`src/rtl/fft_sdf_stage.sv`:
```
// Radix-2 DIF single-path delay-feedback butterfly stage with span 2^SPAN_LOG2.
// Streams one {im, re} sample per accepted beat; saturating arithmetic with a sticky overflow flag.
module fft_sdf_stage #(
    parameter int DBW       = 8,
    parameter int LOG2N     = 4,
    parameter int SPAN_LOG2 = LOG2N - 1
) (
    input  logic                                   clk,
    input  logic                                   rst_n,
    input  logic                                   in_valid,
    input  logic                                   in_sop,
    input  logic [2*DBW-1:0]                       din,
    input  logic [2*DBW*(1 << (LOG2N-1))-1:0]      trigon,
    input  logic                                   inverse,
    input  logic                                   scale,
    input  logic                                   ovf_clr,
    output logic                                   out_valid,
    output logic                                   out_sop,
    output logic [2*DBW-1:0]                       dout,
    output logic                                   ovf
);
    localparam int N     = 1 << LOG2N;
    localparam int S     = 1 << SPAN_LOG2;
    localparam int KW    = (SPAN_LOG2 > 0) ? SPAN_LOG2 : 1;
    localparam int DEPTH = 1 << KW;
    localparam int TIW   = LOG2N - 1;
    localparam int SH    = LOG2N - 1 - SPAN_LOG2;
    localparam int WW    = 2*DBW + 2;
    localparam logic signed [WW-1:0] RND = WW'(1 << (DBW-3));

    logic [LOG2N-1:0]         pos_reg, pos_eff;
    logic                     primed_reg, primed_eff, abort, phase;
    logic                     out_valid_reg, out_sop_reg, ovf_reg, ovf_set;
    logic [2*DBW-1:0]         dout_reg;
    logic [KW-1:0]            k;
    logic [TIW-1:0]           tw_idx;
    logic [2*DBW-1:0]         mem [DEPTH];
    logic [2*DBW-1:0]         a_word, x_word, y_word;
    logic signed [DBW-1:0]    a_re, a_im, b_re, b_im, w_re, w_im;
    logic signed [DBW-1:0]    x_re, x_im, dq_re, dq_im, y_re, y_im;
    logic signed [DBW-1:0]    tw_re [N/2];
    logic signed [DBW-1:0]    tw_im [N/2];
    logic signed [WW-1:0]     s_re, s_im, d_re, d_im, w_im_eff, p_re, p_im, q_re, q_im;

    function automatic logic signed [WW-1:0] halve(input logic signed [WW-1:0] v, input logic en);
        logic signed [WW-1:0] t;
        t = v + WW'(1);
        return en ? (t >>> 1) : v;
    endfunction

    function automatic logic sat_hit(input logic signed [WW-1:0] v);
        return !((&v[WW-1:DBW-1]) || !(|v[WW-1:DBW-1]));
    endfunction

    function automatic logic [DBW-1:0] sat(input logic signed [WW-1:0] v);
        if (sat_hit(v))
            return v[WW-1] ? {1'b1, {(DBW-1){1'b0}}} : {1'b0, {(DBW-1){1'b1}}};
        return v[DBW-1:0];
    endfunction

    for (genvar gi = 0; gi < N/2; gi++) begin : g_tw
        assign tw_re[gi] = trigon[2*DBW*gi +: DBW];
        assign tw_im[gi] = trigon[2*DBW*gi + DBW +: DBW];
    end

    // A start-of-frame beat always lands at position 0; mid-frame it also drops priming.
    assign abort      = in_valid && in_sop && (pos_reg != '0);
    assign pos_eff    = (in_valid && in_sop) ? '0 : pos_reg;
    assign primed_eff = abort ? 1'b0 : primed_reg;
    assign phase      = pos_eff[SPAN_LOG2];

    // With S=1 only slot 0 is ever addressed.
    if (SPAN_LOG2 == 0) begin : g_k1
        assign k = 1'b0;
    end else begin : g_kn
        assign k = pos_eff[SPAN_LOG2-1:0];
    end
    assign tw_idx = TIW'(k) << SH;

    // Buffer read is combinational so the butterfly completes in the accepting beat.
    assign a_word = mem[k];
    assign a_re   = a_word[DBW-1:0];
    assign a_im   = a_word[2*DBW-1:DBW];
    assign b_re   = din[DBW-1:0];
    assign b_im   = din[2*DBW-1:DBW];
    assign w_re   = tw_re[tw_idx];
    assign w_im   = tw_im[tw_idx];

    assign s_re  = halve(WW'(a_re) + WW'(b_re), scale);
    assign s_im  = halve(WW'(a_im) + WW'(b_im), scale);
    assign d_re  = halve(WW'(a_re) - WW'(b_re), scale);
    assign d_im  = halve(WW'(a_im) - WW'(b_im), scale);
    assign x_re  = sat(s_re);
    assign x_im  = sat(s_im);
    assign dq_re = sat(d_re);
    assign dq_im = sat(d_im);

    assign w_im_eff = inverse ? -WW'(w_im) : WW'(w_im);
    assign p_re     = WW'(dq_re) * WW'(w_re) - WW'(dq_im) * w_im_eff + RND;
    assign p_im     = WW'(dq_re) * w_im_eff + WW'(dq_im) * WW'(w_re) + RND;
    assign q_re     = p_re >>> (DBW-2);
    assign q_im     = p_im >>> (DBW-2);
    assign y_re     = sat(q_re);
    assign y_im     = sat(q_im);

    assign x_word  = {x_im, x_re};
    assign y_word  = {y_im, y_re};
    // Phase-1 beats always write the buffer, so any clipping there counts.
    assign ovf_set = in_valid && phase &&
                     (sat_hit(s_re) || sat_hit(s_im) || sat_hit(d_re) || sat_hit(d_im) ||
                      sat_hit(q_re) || sat_hit(q_im));

    always_ff @(posedge clk or negedge rst_n) begin
        if (!rst_n) begin
            pos_reg       <= '0;
            primed_reg    <= 1'b0;
            out_valid_reg <= 1'b0;
            out_sop_reg   <= 1'b0;
            dout_reg      <= '0;
            ovf_reg       <= 1'b0;
        end else begin
            ovf_reg       <= ovf_set || (ovf_reg && !ovf_clr);
            out_valid_reg <= in_valid && primed_eff;
            out_sop_reg   <= in_valid && primed_eff && (pos_eff == LOG2N'(S));
            if (in_valid) begin
                pos_reg    <= pos_eff + 1'b1;
                primed_reg <= primed_eff || (pos_eff == LOG2N'(S-1));
                if (primed_eff)
                    dout_reg <= phase ? x_word : a_word;
            end
        end
    end

    always_ff @(posedge clk) begin
        if (in_valid)
            mem[k] <= phase ? y_word : din;
    end

    assign out_valid = out_valid_reg;
    assign out_sop   = out_sop_reg;
    assign dout      = dout_reg;
    assign ovf       = ovf_reg;
endmodule

```
`config.mk`:
```
export PLATFORM = sky130hd
export DESIGN_NAME = fft_sdf_stage
export DESIGN_NICKNAME = d
export VERILOG_FILES = /design/src/rtl/fft_sdf_stage.sv
export SDC_FILE = /design/constraint.sdc
export NUM_CORES = 1
export LEC_CHECK = 0
export BUFFER_PORTS_ARGS = -buffer_cell sky130_fd_sc_hd__buf_4
export CORE_MARGIN = 10
export CORE_UTILIZATION = 40
export CTS_BUF_LIST = sky130_fd_sc_hd__clkbuf_8
export DETAILED_ROUTE_END_ITERATION = 10
export SLEW_MARGIN = 20
export SYNTH_ARGS = -nofsm -noshare
export SYNTH_HDL_FRONTEND = slang
export SYNTH_SLANG_ARGS = --single-unit
```
`constraint.sdc`:
```
create_clock -name clk -period 20.2 [get_ports clk]
set_clock_uncertainty 0.15 [all_clocks]
set_input_delay 2.02 -clock clk [delete_from_list [all_inputs] [get_ports clk]]
set_output_delay 2.02 -clock clk [all_outputs]
set_load 0.1 [all_outputs]
```
# After elaboration in Yosys (flattened, before gate mapping)
# Memories as Yosys holds them, arrays and structs flattened.
# Cells that the tools add are included.
[totals]
mem_bits_rw = 128
in_bits = 151
register_bits = 24
memories = 1
[mem_list]
columns = ["name", "words", "width", "read_ports", "rd_clocked_by_memory_dff", "wr", "line_no", "rtl"]
rows = [
  ["mem", 8, 16, 1, 0, 1, "37", "logic [2*DBW-1:0] mem [DEPTH];"],
]
[op_classes]
n_lt_le_gt_ge = 1
n_bitwise = 1
add_sub_neg = 14
eq_ne = 2
n_reduce_logical = 47
mux = 29
mul = 4
[ops]
columns = ["op", "n"]
rows = [
  ["2-to-1 mux 8 bit", 16],
  ["2-to-1 mux 18 bit", 5],
  ["binary-select mux 8 bit (select 3 bit)", 2],
  ["AND reduction 11 bit", 4],
  ["OR reduction 11 bit", 4],
  ["adder 9 x 2 -> 10 bit, second input constant", 4],
  ["adder 18 x 7 -> 18 bit, second input constant", 2],
  ["multiplier 8 x 18 -> 18 bit", 2],
  ["multiplier 8 x 8 -> 16 bit", 2],
  ["2-to-1 mux 16 bit", 2],
  ["adder 18 x 16 -> 18 bit", 1],
  ["adder 8 x 8 -> 9 bit", 2],
  ["negator 8 -> 18 bit", 1],
  ["subtractor 16 x 18 -> 18 bit", 1],
  ["subtractor 8 x 8 -> 9 bit", 2],
  ["zero test 1 bit", 13],
  ["logical OR 1 bit", 13],
  ["AND reduction 5 bit", 2],
  ["OR reduction 5 bit", 2],
  ["logical AND 1 bit", 7],
  ["adder 4 x 1 -> 4 bit, second input constant", 1],
  ["equality test 4 x 3 -> 1 bit, second input constant", 1],
  ["equality test 4 bit, second input constant", 1],
  ["greater-or-equal comparator 4 bit, second input constant", 1],
  ["other kinds (5)", 7],
]

# Depth between registers and ports, before layout
# An unclocked memory read counts as a cell.
[depth]
word_depth = 21
mapped_depth = 45

# Worst setup path after synthesis
# Ideal clock, no wire load.
[synth_timing]
kind = "input to register"
start = "input port in_valid"
end = "memory mem[0][12] (netlist bit) (data pin)"
arrival_time_ps = 12212
setup_ps = 284
path_buffers = 5
required_time_ps = 19766
stages = 41
path_slack_ps = 7554
cell_sequence = "a21boi_1 clkbuf_1 clkbuf_1 buf_1 nand2_1 nand3_1 nand4_1 ha_1 fa_1 xnor2_1 and3_1 o311ai_0 nor4_1 nand2_1 o32a_1 o221ai_1 clkbuf_1 buf_1 (+5 left out) fa_1 fa_1 fa_1 inv_1 fa_1 inv_1 ha_1 a21o_1 a21oi_1 nor2b_1 o21ai_0 nand2_1 a31oi_4 nor2_1 or4_1 a22o_1 and3_1 a221o_1"
[synth_via]
elab_chain_len = 18
[synth_lines]
columns = ["item", "line_no", "rtl"]
rows = [
  ["start: declaration", "10", "input logic in_valid,"],
  ["logical AND 1 bit (*)", "68", "assign pos_eff = (in_valid && in_sop) ? '0 : pos_reg;"],
  ["2-to-1 mux 4 bit (*)", "68", ""],
  ["memory read (8 x 16 bit)", "n/a", ""],
  ["subtractor 8 x 8 -> 9 bit, on equally long branches", "91, 92", ""],
  ["adder 9 x 2 -> 10 bit", "47", "t = v + WW'(1);"],
  ["2-to-1 mux 18 bit", "48", "return en ? (t >>> 1) : v;"],
  ["OR reduction 11 bit", "52", "return !((&v[WW-1:DBW-1]) || !(|v[WW-1:DBW-1]));"],
  ["zero test 1 bit", "52", ""],
  ["(+2 left out)", "n/a", ""],
  ["multiplier 8 x 18 -> 18 bit / multiplier 8 x 8 -> 16 bit (equally long branches)", "100", "assign p_im = WW'(dq_re) * w_im_eff + WW'(dq_im) * WW'(w_re) + RND;"],
  ["adder 18 x 16 -> 18 bit", "100", ""],
  ["adder 18 x 7 -> 18 bit", "100", ""],
  ["OR reduction 5 bit", "52", ""],
  ["zero test 1 bit", "52", ""],
  ["logical OR 1 bit", "52", ""],
  ["2-to-1 mux 8 bit", "58", "return v[DBW-1:0];"],
  ["2-to-1 mux 16 bit (*)", "136", "mem[k] <= phase ? y_word : din;"],
  ["end: declaration", "37", ""],
]
# Every way passes the cells marked *; elsewhere a longest branch is shown, timed or not. The select of a mux whose other input is x is not followed.

# Final worst setup path
[layout_timing]
start = "input port in_valid"
end = "memory mem[3][3] (netlist bit) (data pin)"
[layout_via]
elab_chain_len = 18
[layout_lines]
columns = ["item", "line_no", "rtl"]
rows = [
  ["logical AND 1 bit (*)", "68", ""],
  ["2-to-1 mux 4 bit (*)", "68", ""],
  ["memory read (8 x 16 bit)", "n/a", ""],
  ["subtractor 8 x 8 -> 9 bit, on equally long branches", "92, 91", ""],
  ["adder 9 x 2 -> 10 bit", "47", ""],
  ["2-to-1 mux 18 bit", "48", ""],
  ["OR reduction 11 bit", "52", ""],
  ["zero test 1 bit", "52", ""],
  ["(+2 left out)", "n/a", ""],
  ["multiplier 8 x 18 -> 18 bit / multiplier 8 x 8 -> 16 bit (equally long branches)", "99", "assign p_re = WW'(dq_re) * WW'(w_re) - WW'(dq_im) * w_im_eff + RND;"],
  ["subtractor 16 x 18 -> 18 bit", "99", ""],
  ["adder 18 x 7 -> 18 bit", "99", ""],
  ["OR reduction 5 bit", "52", ""],
  ["zero test 1 bit", "52", ""],
  ["logical OR 1 bit", "52", ""],
  ["2-to-1 mux 8 bit", "58", ""],
  ["2-to-1 mux 16 bit (*)", "136", ""],
]
# Marks and branches as above.

==> summary.txt <==
Worst setup path
  – FF-to-FF Start: pos_reg[0]$_DFFE_PN0P_
  – Crit path DAT: 13.99 ns
  – Critical path's slowest cell: a221oi_1
  – WS Path Type: input port to register
  – Required time worst endpoint: 20.15 ns
  – R2R Path End: mem[3][3]$_DFFE_PP_
  – R2R cell count: 38
  – Max incr delay on CP: 0.88 ns
  – Worst reg2reg setup slack: 7.22 ns
  – Worst setup endpoint: mem[3][3]$_DFFE_PP_
  – Most used cell, CP: fa_1
  – CP delay by family, top: adder cells
  – Worst Path Max Fanout: 59
  – Stages on worst setup path: 39
  – CP endpoint kind: register
  – Crit path buf inv count: 7
  – CP startpoint: in_valid
  – CP startpoint kind: input port

Synthesis
  – Top post-synthesis cells by area: fa_1 (28%), edfxtp_1 (17%), ha_1 (8.4%), inv_1 (7.3%), nand2_1 (6.0%)
  – Post-synthesis xor/xnor area fraction: 3.84%
  – Post-synthesis mux area share: 1.81%
  – Yosys warns: 0
  – Flip-flop and latch count after synthesis: 152
  – Post-synthesis cell type count: 94
  – Synth Area in Compound Gates: 10.5%
  – Average size of a mapped cell: 8.81 um^2
  – Post-Synth Simple-Gate Area: 18.1%
  – Area leader, netlist: fa_1
  – Top cell type's share of synthesized area: 28.5%
  – Adder-Cell Fraction of Synth Area: 36.9%
  – Mapped Nets: 3222
  – Number of synthesized flops with an enable pin: 128
  – Async set-reset flop share out of synthesis: 15.8%
  – Mapped cell area: 22800 um^2
  – Largest family of logic cells by synthesized area: adder cells
  – Post-synth top flop: edfxtp_1
  – Mapped Cells: 2593
  – Sequential fraction of the synthesis area: 19.5%

Place
  – Buffers on Ports: 169
  – Final HPWL DP: 57500 um
  – Pre-CTS setup slack: 5.62 ns
  – Final weighted congestion in routability-driven placement: 0.904

Route
  – Via/cell ratio: 5.39
  – DRT iter0 DRCs: 1505
  – Vias after detailed routing: 18800
  – Drt wl/cell: 20.6 um
  – Post-Route WL: 71700 um
  – Detailed Routing Iterations Pass 1: 7
  – Residual DRC: 0
  – Routed Antenna Nets: 0

CTS
  – Clk slew on worst S/H paths: 0.08 ns
  – Post-CTS Hold Buffers: 0
  – Clock Latency Late Sink: 0.45 ns
  – Post-CTS sizing: 0
  – Max Root-Sink Buffers: 2
  – CTS tree: built
  – Sink Count: 152
  – Num CTS Buffers: 17
  – CTS Root Cell: clkbuf_8
  – Post-CTS Setup Inserts: 0
  – H-tree levels: 4

STA
  – Min Tclk post-route: 14.04 ns
  – Max-slew headroom: 19.4%
  – Fin. Hold Viols: 0
  – Slew @ Worst Pin: 1.21 ns
  – Final setup violation count: 0
  – Fin Setup TNS: 0 ns
  – Fmax: 0.0712 GHz
  – Final Max Tran Viols: 0
  – Final period util: 69.5%
  – PnR worst setup slack: 6.16 ns
  – RSZ-0062 raised after global routing: no

Hold path
  – Hold path depth: 1
  – Worst hold path type: register to register

Floorplan
  – Num rows: 87
  – # IOs: 170
  – Starting Density: 40.4%
  – Die Footprint: 67100 um^2
  – Core ar.: 56500 um^2
  – Die width: 259 um
  – Die Y: 259 um

GRT
  – GR Overflow Total: 0
  – Vias in the first global route: 19500
  – First-pass GRT wire length: 113000 um
  – Antenna violations before repair: 2
  – GRT Total Usage: 21.4%
  – Pin count of the biggest net entering global routing: 79

Cells and area
  – Register area: 4440 um^2
  – Fill cells: 5473
  – Final net count: 3346
  – Share of layout cells above drive strength 1: 11.5%
  – Max reg flops: 128
  – Final Util: 45.1%
  – Most frequent cells in the layout: inv_1 (448), nand2_1 (364), fa_1 (325)
  – Synth-to-layout area growth: 11.6%
  – Commonest non-fill, non-tap cell in the layout: inv_1
  – Multi-input logic area: 16400 um^2
  – Inserted Diodes: 0

Outcome
  – Run status: finished clean

Flow run
  – MaxCap Viol Count: 0
how the worst min path moves through the flow:
stage | start | end | slack, ns
after floorplan | primed_reg$_DFFE_PN0P_ | primed_reg$_DFFE_PN0P_ | 0.32
after global placement | dout[10]$_DFFE_PN0P_ | dout[10]$_DFFE_PN0P_ | 0.33
after detailed placement | dout[13]$_DFFE_PN0P_ | dout[13]$_DFFE_PN0P_ | 0.33
after CTS | dout[14]$_DFFE_PN0P_ | dout[14]$_DFFE_PN0P_ | 0.36
after global routing | dout[2]$_DFFE_PN0P_ | dout[2]$_DFFE_PN0P_ | 0.38
final | dout[14]$_DFFE_PN0P_ | dout[14]$_DFFE_PN0P_ | 0.36
synthesized netlist by cell type (7+ instances only):
cell type    n
nor4_1       8
o22ai_1      7
inv_1      446
o2111ai_1    8
buf_1       13
nand2_1    364
nand3_1    108
nand4_1     16
o31ai_1      9
o21bai_1    14
fa_1       325
a21o_1      21
clkbuf_1    83
o21a_1      19
nand2b_1    38
edfxtp_1   128
mux2_2      10
a21oi_1     82
o211ai_1     9
nor2b_1     13
nor3_1      16
ha_1       153
a32o_1       7
buf_2       14
xor2_1      22
nor2_1     285
o21ai_0     51
and4_1      15
or2_2       19
and2_1      11
and3_1      12
nor3b_1      8
dfrtp_1     24
a32oi_1     16
mux2i_1     29
a31oi_1      8
xnor2_1     64
metal layers:
layer | vias to the layer above | wire length (um) | global-route usage, %
met3 | 93 | 5120 | 3.58
met5 | - | 13 | 0
met2 | 724 | 33900 | 35.9
li1 | 8632 | - | -
met4 | 2 | 1390 | 4.20
met1 | 9327 | 31300 | 28.7
cells by family (layout without fill, tap and decap cells):
group	count (synthesis)	after routing
compound gates	338	338
xor+xnor	92	92
fa+ha+maj	479	479
buf+inv	559	696
flops	152	152
mux	40	40
simple gates	933	933
per-stage QoR:
step	cell area, um^2	hold slack [ns]	cells
5_1_grt	25500	0.384	3486
2_1_floorplan	22800	0.319	2593
4_1_cts	25500	0.355	3483
6_report	25500	0.356	3486
3_3_place_gp	25000	0.327	3451
3_5_place_dp	25000	0.332	3451
layout make-up:
type,instances,share of cell area (%)
clock inverters,13,0.668
flip-flops and latches,152,17.4
clock buffers,19,1.03
multi-input cells,1882,64.2
repair buffers,216,6.37
well taps,756,3.71
inverters,448,6.60
Power is not shown: default switching activity piles up to over one toggle a cycle in this logic, so the estimate is an artifact.
